`src/rtl/xorshift_engine.sv`:
```
// xorshift_engine: multi-round xorshift pseudo-random word generator with a
// start/done/valid/ack handshake. The generator state persists between
// requests, so successive results form one continuous xorshift sequence.
// Optional build macro: XS_ZERO_SEED_GUARD_EN replaces an all-zero seed
// with 1. An all-zero state is a fixed point of xorshift and would otherwise
// yield zeros forever.
module xorshift_engine #(
  parameter int              WIDTH        = 32,
  parameter int              SHIFT_ROUNDS = 4,
  parameter int              SH_A         = 13,
  parameter int              SH_B         = 17,
  parameter int              SH_C         = 5,
  parameter logic [WIDTH-1:0] RESET_SEED  = {{(WIDTH-1){1'b0}}, 1'b1}
) (
  input  logic             clk,
  input  logic             rst,
  input  logic             start,
  input  logic             seed_load,
  input  logic [WIDTH-1:0] seed,
  input  logic             ack,
  output logic             busy,
  output logic             done,
  output logic             valid,
  output logic [WIDTH-1:0] rand_out
);

  localparam int CntW = $clog2(SHIFT_ROUNDS + 1);

  typedef enum logic [2:0] {
    IDLE,
    XA,
    XB,
    XC,
    DONE,
    WAIT_ACK
  } XsState;

  XsState fsmState_q, fsmState_d;

  logic [WIDTH-1:0] rngState_q, rngState_d;
  logic [CntW-1:0]  roundCnt_q, roundCnt_d;
  logic [WIDTH-1:0] randOut_q, randOut_d;
  logic             valid_q, valid_d;
  logic [WIDTH-1:0] seedEff;
  logic             lastRound;

`ifdef XS_ZERO_SEED_GUARD_EN
  assign seedEff = (seed == '0) ? {{(WIDTH-1){1'b0}}, 1'b1} : seed;
`else
  assign seedEff = seed;
`endif

  assign lastRound = !(roundCnt_q < CntW'(SHIFT_ROUNDS - 1));

  // FSM state register; reset returns to IDLE asynchronously
  always_ff @(posedge clk or posedge rst) begin
    if (rst) fsmState_q <= IDLE;
    else     fsmState_q <= fsmState_d;
  end

  // Next-state logic: one XA/XB/XC triple per round, then hold the result for ack
  always_comb begin
    fsmState_d = fsmState_q;
    case (fsmState_q)
      IDLE:     if (start) fsmState_d = XA;
      XA:       fsmState_d = XB;
      XB:       fsmState_d = XC;
      XC:       fsmState_d = lastRound ? DONE : XA;
      DONE:     fsmState_d = ack ? IDLE : WAIT_ACK;
      WAIT_ACK: if (ack) fsmState_d = IDLE;
      default:  fsmState_d = IDLE;
    endcase
  end

  // Status outputs decoded straight from the FSM state
  always_comb begin
    busy = 1'b0;
    done = 1'b0;
    case (fsmState_q)
      XA, XB, XC: busy = 1'b1;
      DONE:       done = 1'b1;
      default:    ;
    endcase
  end

  // Datapath next values: seed load in IDLE, one shift-xor per busy state, capture on the final XC
  always_comb begin
    rngState_d = rngState_q;
    roundCnt_d = roundCnt_q;
    randOut_d  = randOut_q;
    valid_d    = valid_q;
    case (fsmState_q)
      IDLE: begin
        roundCnt_d = '0;
        if (seed_load) rngState_d = seedEff;
      end
      XA: rngState_d = rngState_q ^ (rngState_q << SH_A);
      XB: rngState_d = rngState_q ^ (rngState_q >> SH_B);
      XC: begin
        rngState_d = rngState_q ^ (rngState_q << SH_C);
        roundCnt_d = roundCnt_q + 1'b1;
        if (lastRound) begin
          randOut_d = rngState_d;
          valid_d   = 1'b1;
        end
      end
      default: ;
    endcase
    if (valid_q && ack) valid_d = 1'b0;
  end

  // Datapath registers; reset restores the seed and clears the result
  always_ff @(posedge clk or posedge rst) begin
    if (rst) begin
      rngState_q <= RESET_SEED;
      roundCnt_q <= '0;
      randOut_q  <= '0;
      valid_q    <= 1'b0;
    end else begin
      rngState_q <= rngState_d;
      roundCnt_q <= roundCnt_d;
      randOut_q  <= randOut_d;
      valid_q    <= valid_d;
    end
  end

  assign valid    = valid_q;
  assign rand_out = randOut_q;

endmodule

```
`config.mk`:
```
export PLATFORM = sky130hd
export DESIGN_NAME = xorshift_engine
export DESIGN_NICKNAME = d
export VERILOG_FILES = /design/src/rtl/xorshift_engine.sv
export SDC_FILE = /design/constraint.sdc
export NUM_CORES = 1
export LEC_CHECK = 0
export BUFFER_PORTS_ARGS = -buffer_cell sky130_fd_sc_hd__buf_2
export CAP_MARGIN = 30
export CORE_UTILIZATION = 45
export CTS_BUF_LIST = sky130_fd_sc_hd__clkbuf_4 sky130_fd_sc_hd__clkbuf_8
export DETAILED_ROUTE_END_ITERATION = 10
export HOLD_SLACK_MARGIN = 0.03
export PLACE_DENSITY = 0.77
export SLEW_MARGIN = 30
export SYNTH_ARGS = -nofsm -noshare
export SYNTH_HDL_FRONTEND = slang
export SYNTH_SLANG_ARGS = --single-unit
```
`constraint.sdc`:
```
create_clock -name clk -period 2.5 [get_ports clk]
set_input_delay 0 -clock clk [delete_from_list [all_inputs] [get_ports clk]]
set_output_delay 0 -clock clk [all_outputs]
set_load 0.05 [all_outputs]
```
* Word level (Yosys, flattened, before mapping)
Cells that the tools add are included.
** Word-level totals
- RAM bits :: 0
- ROM bits :: 0
- Logic and storage cells :: 43
- Register bits :: 71
- Input port bits :: 37
- Output and inout bits :: 35
- Bits in latches :: 0
- Memories kept :: 0
** Cells by class
- Shifts and indexed selects :: 0
- Equality and inequality tests :: 9
- Divide/modulo/power cells :: 0
- Reduce and logical (&&, ||, !) cells :: 10
- Mux-type cells :: 13
- Multiply operators :: 0
- Bitwise logic cells :: 4
- $lt $le $gt $ge :: 1
- Add/subtract/negate cells :: 1
** Operator list (count)
- 32-bit one-hot mux with 4 select lines :: 1
- 32-bit bitwise XOR :: 2
- 32-bit two-way mux :: 1
- 32-bit by 15-bit bitwise XOR with 32-bit output :: 1
- 3-bit one-hot mux with 6 select lines :: 1
- 3-bit two-way mux :: 4
- 2-bit AND reduction :: 4
- 3-bit by 2-bit == test with 1-bit output (second input constant) :: 2
- 3-bit == test (second input constant) :: 2
- 2-bit != test (second input constant) :: 3
- 3-bit one-hot mux with 2 select lines :: 1
- 1-bit two-way mux :: 5
- 2-bit nonzero test :: 2
- 4-bit nonzero test :: 1
- 3-bit by 1-bit adder with 3-bit output (second input constant) :: 1
- 3-bit by 1-bit == test with 1-bit output (second input constant) :: 1
- 3-bit logical NOT :: 1
- 3-bit by 2-bit < comparator with 1-bit output (second input constant) :: 1
- 3-bit OR reduction :: 1
- 2-bit by 1-bit != test with 1-bit output (second input constant) :: 1
- 1-bit logical AND :: 1
- 1-bit NOT :: 1

* Longest topological paths before layout
- Depth in word-level cells :: 4
- Depth in mapped cells :: 7

* Worst setup path before layout
No wires, ideal clock.
- Path kind :: reg-to-reg
- Start point :: register fsmState_q[2]
- End point :: register rngState_q[17]
- Path slack :: 1.063 ns
- Required time :: 2.418 ns
- Clock period less this slack :: 1.437 ns
- Stages on the path, launching flop included :: 8
- Data arrival time :: 1.354 ns
- Setup time :: 0.082 ns
- Cells stage by stage :: dfrtp_1 -> clkbuf_2 -> or2_1 -> buf_2 -> inv_4 -> buf_4 -> nor2_1 -> o22ai_1
** Between the ends
- Cells in the longest elaborated chain, start to end :: 3
** RTL lines
- start, declared :: RTL line 38 : XsState fsmState_q, fsmState_d;
- start signal, assigned :: RTL line 58 : else fsmState_q <= fsmState_d;
- 3-bit by 1-bit == test with 1-bit output (tied with other cells) :: RTL line 92 : case (fsmState_q)
- 4-bit nonzero test (no source line) / 2-bit != test (equally long branches)
- 2-bit AND reduction (no source line)
- end signal, assigned :: RTL line 120 : rngState_q <= rngState_d;
- end, declared :: RTL line 40 : logic [WIDTH-1:0] rngState_q, rngState_d;
Parallel ways exist; a longest one is shown, timed or not.
A chain may end at the register's enable or synchronous reset.

* Worst setup path in the final report
- Start point :: register fsmState_q[0]
- End point :: output port busy
** Between the ends
- Cells in the longest elaborated chain, start to end :: 3
** RTL lines
- 3-bit by 1-bit == test with 1-bit output / 3-bit by 2-bit == test with 1-bit output (equally long branches) :: RTL line 79 : case (fsmState_q)
- 3-bit OR reduction (*) :: RTL line 79
- 1-bit two-way mux (*) :: RTL line 79
- end, declared :: RTL line 21 : output logic busy,
Mark *: on every way between the ends. The rest lies on a longest branch, timed or not.

==> out/metrics.yaml <==
outcome:
  status: "completed"
timing:
  slew_headroom: 0.4812
  slew_viol_final: 0
  finalHoldViolCount: 0
  rsz0062_at_grt: "no"
  tightest_slew_ns: 0.7783
  finalCritPeriodShare: 0.9172
  layout_min_cycle_time_ns: 2.293
  finalClockSkew_ns: 0.007700
  setup_violations: 0
  tns_ns: 0
  max_freq_ghz: 0.4361
route:
  vias: 3776
  dr.pass1.iters: 5
  via_per_inst: 5.863
  first_iter_violations: 414
  totalWireLength_um: 11170
  drc: 0
  detail_route.wl_per_cell_um: 17.35
  ant_nets: 0
setup_path:
  cp-end-kind: "output port"
  start_kind: "flip-flop"
  cp_max_fo: 26
  rrSetupSlack_ns: 0.51
  crit_end: "busy"
  critical_path_class: "flip-flop to output port"
  reg2regPathDepth: 5
  cp.required_ns: 2.50
  cp-startpoint: "fsmState_q[0]$_DFFE_PP0P_"
  r2r-end: "rngState_q[31]$_DFFE_PP0P_"
  arrival_ns: 2.29
  rr_startpoint: "fsmState_q[0]$_DFFE_PP0P_"
power_and_ir_drop:
  swShare: 0.5089
  power_switching_uw: 4113
  power_per_cell_area_nw_per_um2: 1625
  seq_power_share: 0.327
  p_int_uw: 3969
  p_leak_uw: 0.002233
  ir_drop_v: 0.0006735
  power_frac_comb: 0.533
  clkPwrFrac: 0.140
yosys:
  ys_ff_latch: 71
  ys_warn_count: 0
  synth_cell_type_count: 47
  synth_area_um2: 4043
  synth.area.top_cells: "dfrtp_1, xnor2_1, o21ai_0"
  synth_async_sr_flop_share: 1.000
  synth-edff-count: 0
  synth_top_area_share: 0.4333
  ys.flop_type: "dfrtp_1"
  postSynthAreaPerCell_um2: 8.964
  yosysTopAreaCell: "dfrtp_1"
  seq_area_frac_synth: 0.4398
  netlist_instances: 451
  synth_nets: 489
global_route:
  grt_pass1_wl_um: 18240
  antenna_found_initial: 0
  grt_max_degree: 67
  grt_pass1_vias: 3617
  gr-usage-all-layers: 0.2457
  overflow: 0
finish:
  fill_cells: 807
  final_cell_mix: "buf_2, dfrtp_1, nand2_1"
  area_growth_pct: 23.03
  fin_cells: 644
  drive_above_1_share: 0.2164
  stdcell_area_um2: 4974
  multi_input_area_um2: 1927
  mostFrequentLayoutCell: "buf_2"
  layout.nets: 569
  regArea_um2: 1778
  antenna_cells: 0
place:
  io_buffer_count: 71
  gp_congestion: 0.8836
  place_area_um2: 4379
  post-dp-hpwl_um: 7864
  dp.cells: 593
clock_network:
  tritoncts: "yes"
  clk_latency_ns: 0.35
  h-tree-depth: 3
  clock-sinks: 71
  numCtsBuffers: 9
  postCtsSetupRepairBufs: 0
  cts_buffer_depth: 2
  clk_pin_slew_ns: 0.08
  cts_resized: 0
  root_buffer: "clkbuf_8"
die:
  initial_core_util: 0.4636
  fp.dieW_um: 96.78
  io_pins: 72
  dieArea_um2: 9366
  rows: 34
  die_h_um: 96.78
  coreArea_um2: 8721
worst_hold_path:
  hold_path_class: "primary input to flip-flop"
run:
  cap_violations: 0
## power groups by stage
stage,logic [µW],clock network (µW),registers [µW]
after floorplan,3080,0,2820
after global placement,4140,0,2600
after detailed placement,4240,0,2640
after CTS,4300,1140,2610
after global routing,4720,1190,2710
final,4310,1130,2640
## timing repair
item / CTS / global route
endpoints found under the hold margin: 65 / 0
setup endpoints to repair: 0 / 0
hold buffers: 35 / 0
## critical path, stage by stage (launching register included)
cell and delay [ns]:
dfrtp_1 0.85, nor2_1 0.12, or2_1 0.37, inv_4 0.27, buf_2 0.32
## cells by family after synthesis
group                    count (synthesis)  share of synthesized area
adder cells (fa/ha/maj)                  1                   0.003095
flip-flops                              71                     0.4398
buffers and inverters                   73                    0.08480
XOR/XNOR                                31                    0.06716
AO/OA/AOI/OAI                          161                     0.2804
AND/OR/NAND/NOR                        110                     0.1148
multiplexers                             4                   0.009904
## worst min path at each step
stage / startpoint / end / slack (ns) / cells after the start
after floorplan: ack / valid$_DFFE_PP0P_ / 0.09 / 1
after global placement: rst / rand_out[18]$_DFFE_PP0P_ / 0.12 / 2
after detailed placement: rst / rand_out[18]$_DFFE_PP0P_ / 0.13 / 2
after CTS: seed_load / rngState_q[13]$_DFFE_PP0P_ / 0.08 / 4
after global routing: seed_load / rngState_q[13]$_DFFE_PP0P_ / 0.1 / 4
final: seed_load / rngState_q[13]$_DFFE_PP0P_ / 0.09 / 4
## cell type report
class / instances / share of cell area
Sequential cell: 71 / 0.3575
Inverter: 27 / 0.02088
Clock buffer: 9 / 0.02491
Tap cell: 108 / 0.02717
Multi-Input combinational cell: 307 / 0.3874
Clock inverter: 7 / 0.02415
Timing Repair Buffer: 115 / 0.1580
## per-layer routing
layer / vias to the layer above / track usage / wire length (µm)
met5: - / 0 / 0
met4: 0 / 0.1079 / 300
met3: 29 / 0.03468 / 830
met2: 192 / 0.3792 / 5098
met1: 1779 / 0.3453 / 4944
li1: 1776 / - / -
## Yosys cell counts, types with 4 or more instances
cell type and number:
buf_2 13, mux2i_1 4, a221oi_1 27, nand2_1 64, inv_1 24, buf_4 7, a32oi_1 11, a21oi_1 16
o22ai_1 21, o221a_2 6, dfrtp_1 70, o211ai_1 5, clkbuf_1 21, xnor2_1 29, nor2_1 28, o21ai_0 50
nor3_1 5, nor2b_1 6, o41a_1 4
## metrics by stage
step	total power, µW	hold WS (ns)	worst slack (ns)	util
after floorplan	5895	0.09365	0.7051	-
after global placement	6735	0.1224	0.5965	0.5022
after detailed placement	6875	0.1288	0.5021	0.5022
after CTS	8047	0.08205	0.2215	0.5703
after global routing	8621	0.09931	0.05738	0.5703
final	8082	0.08935	0.2070	0.5703
## flip-flops by register name, summed over array words and instances (netlist names)
name,flops
rand_out,32
roundCnt_q,3
rngState_q,32
fsmState_q,3
valid,1
No activity file was read; power rests on OpenSTA's default activity.
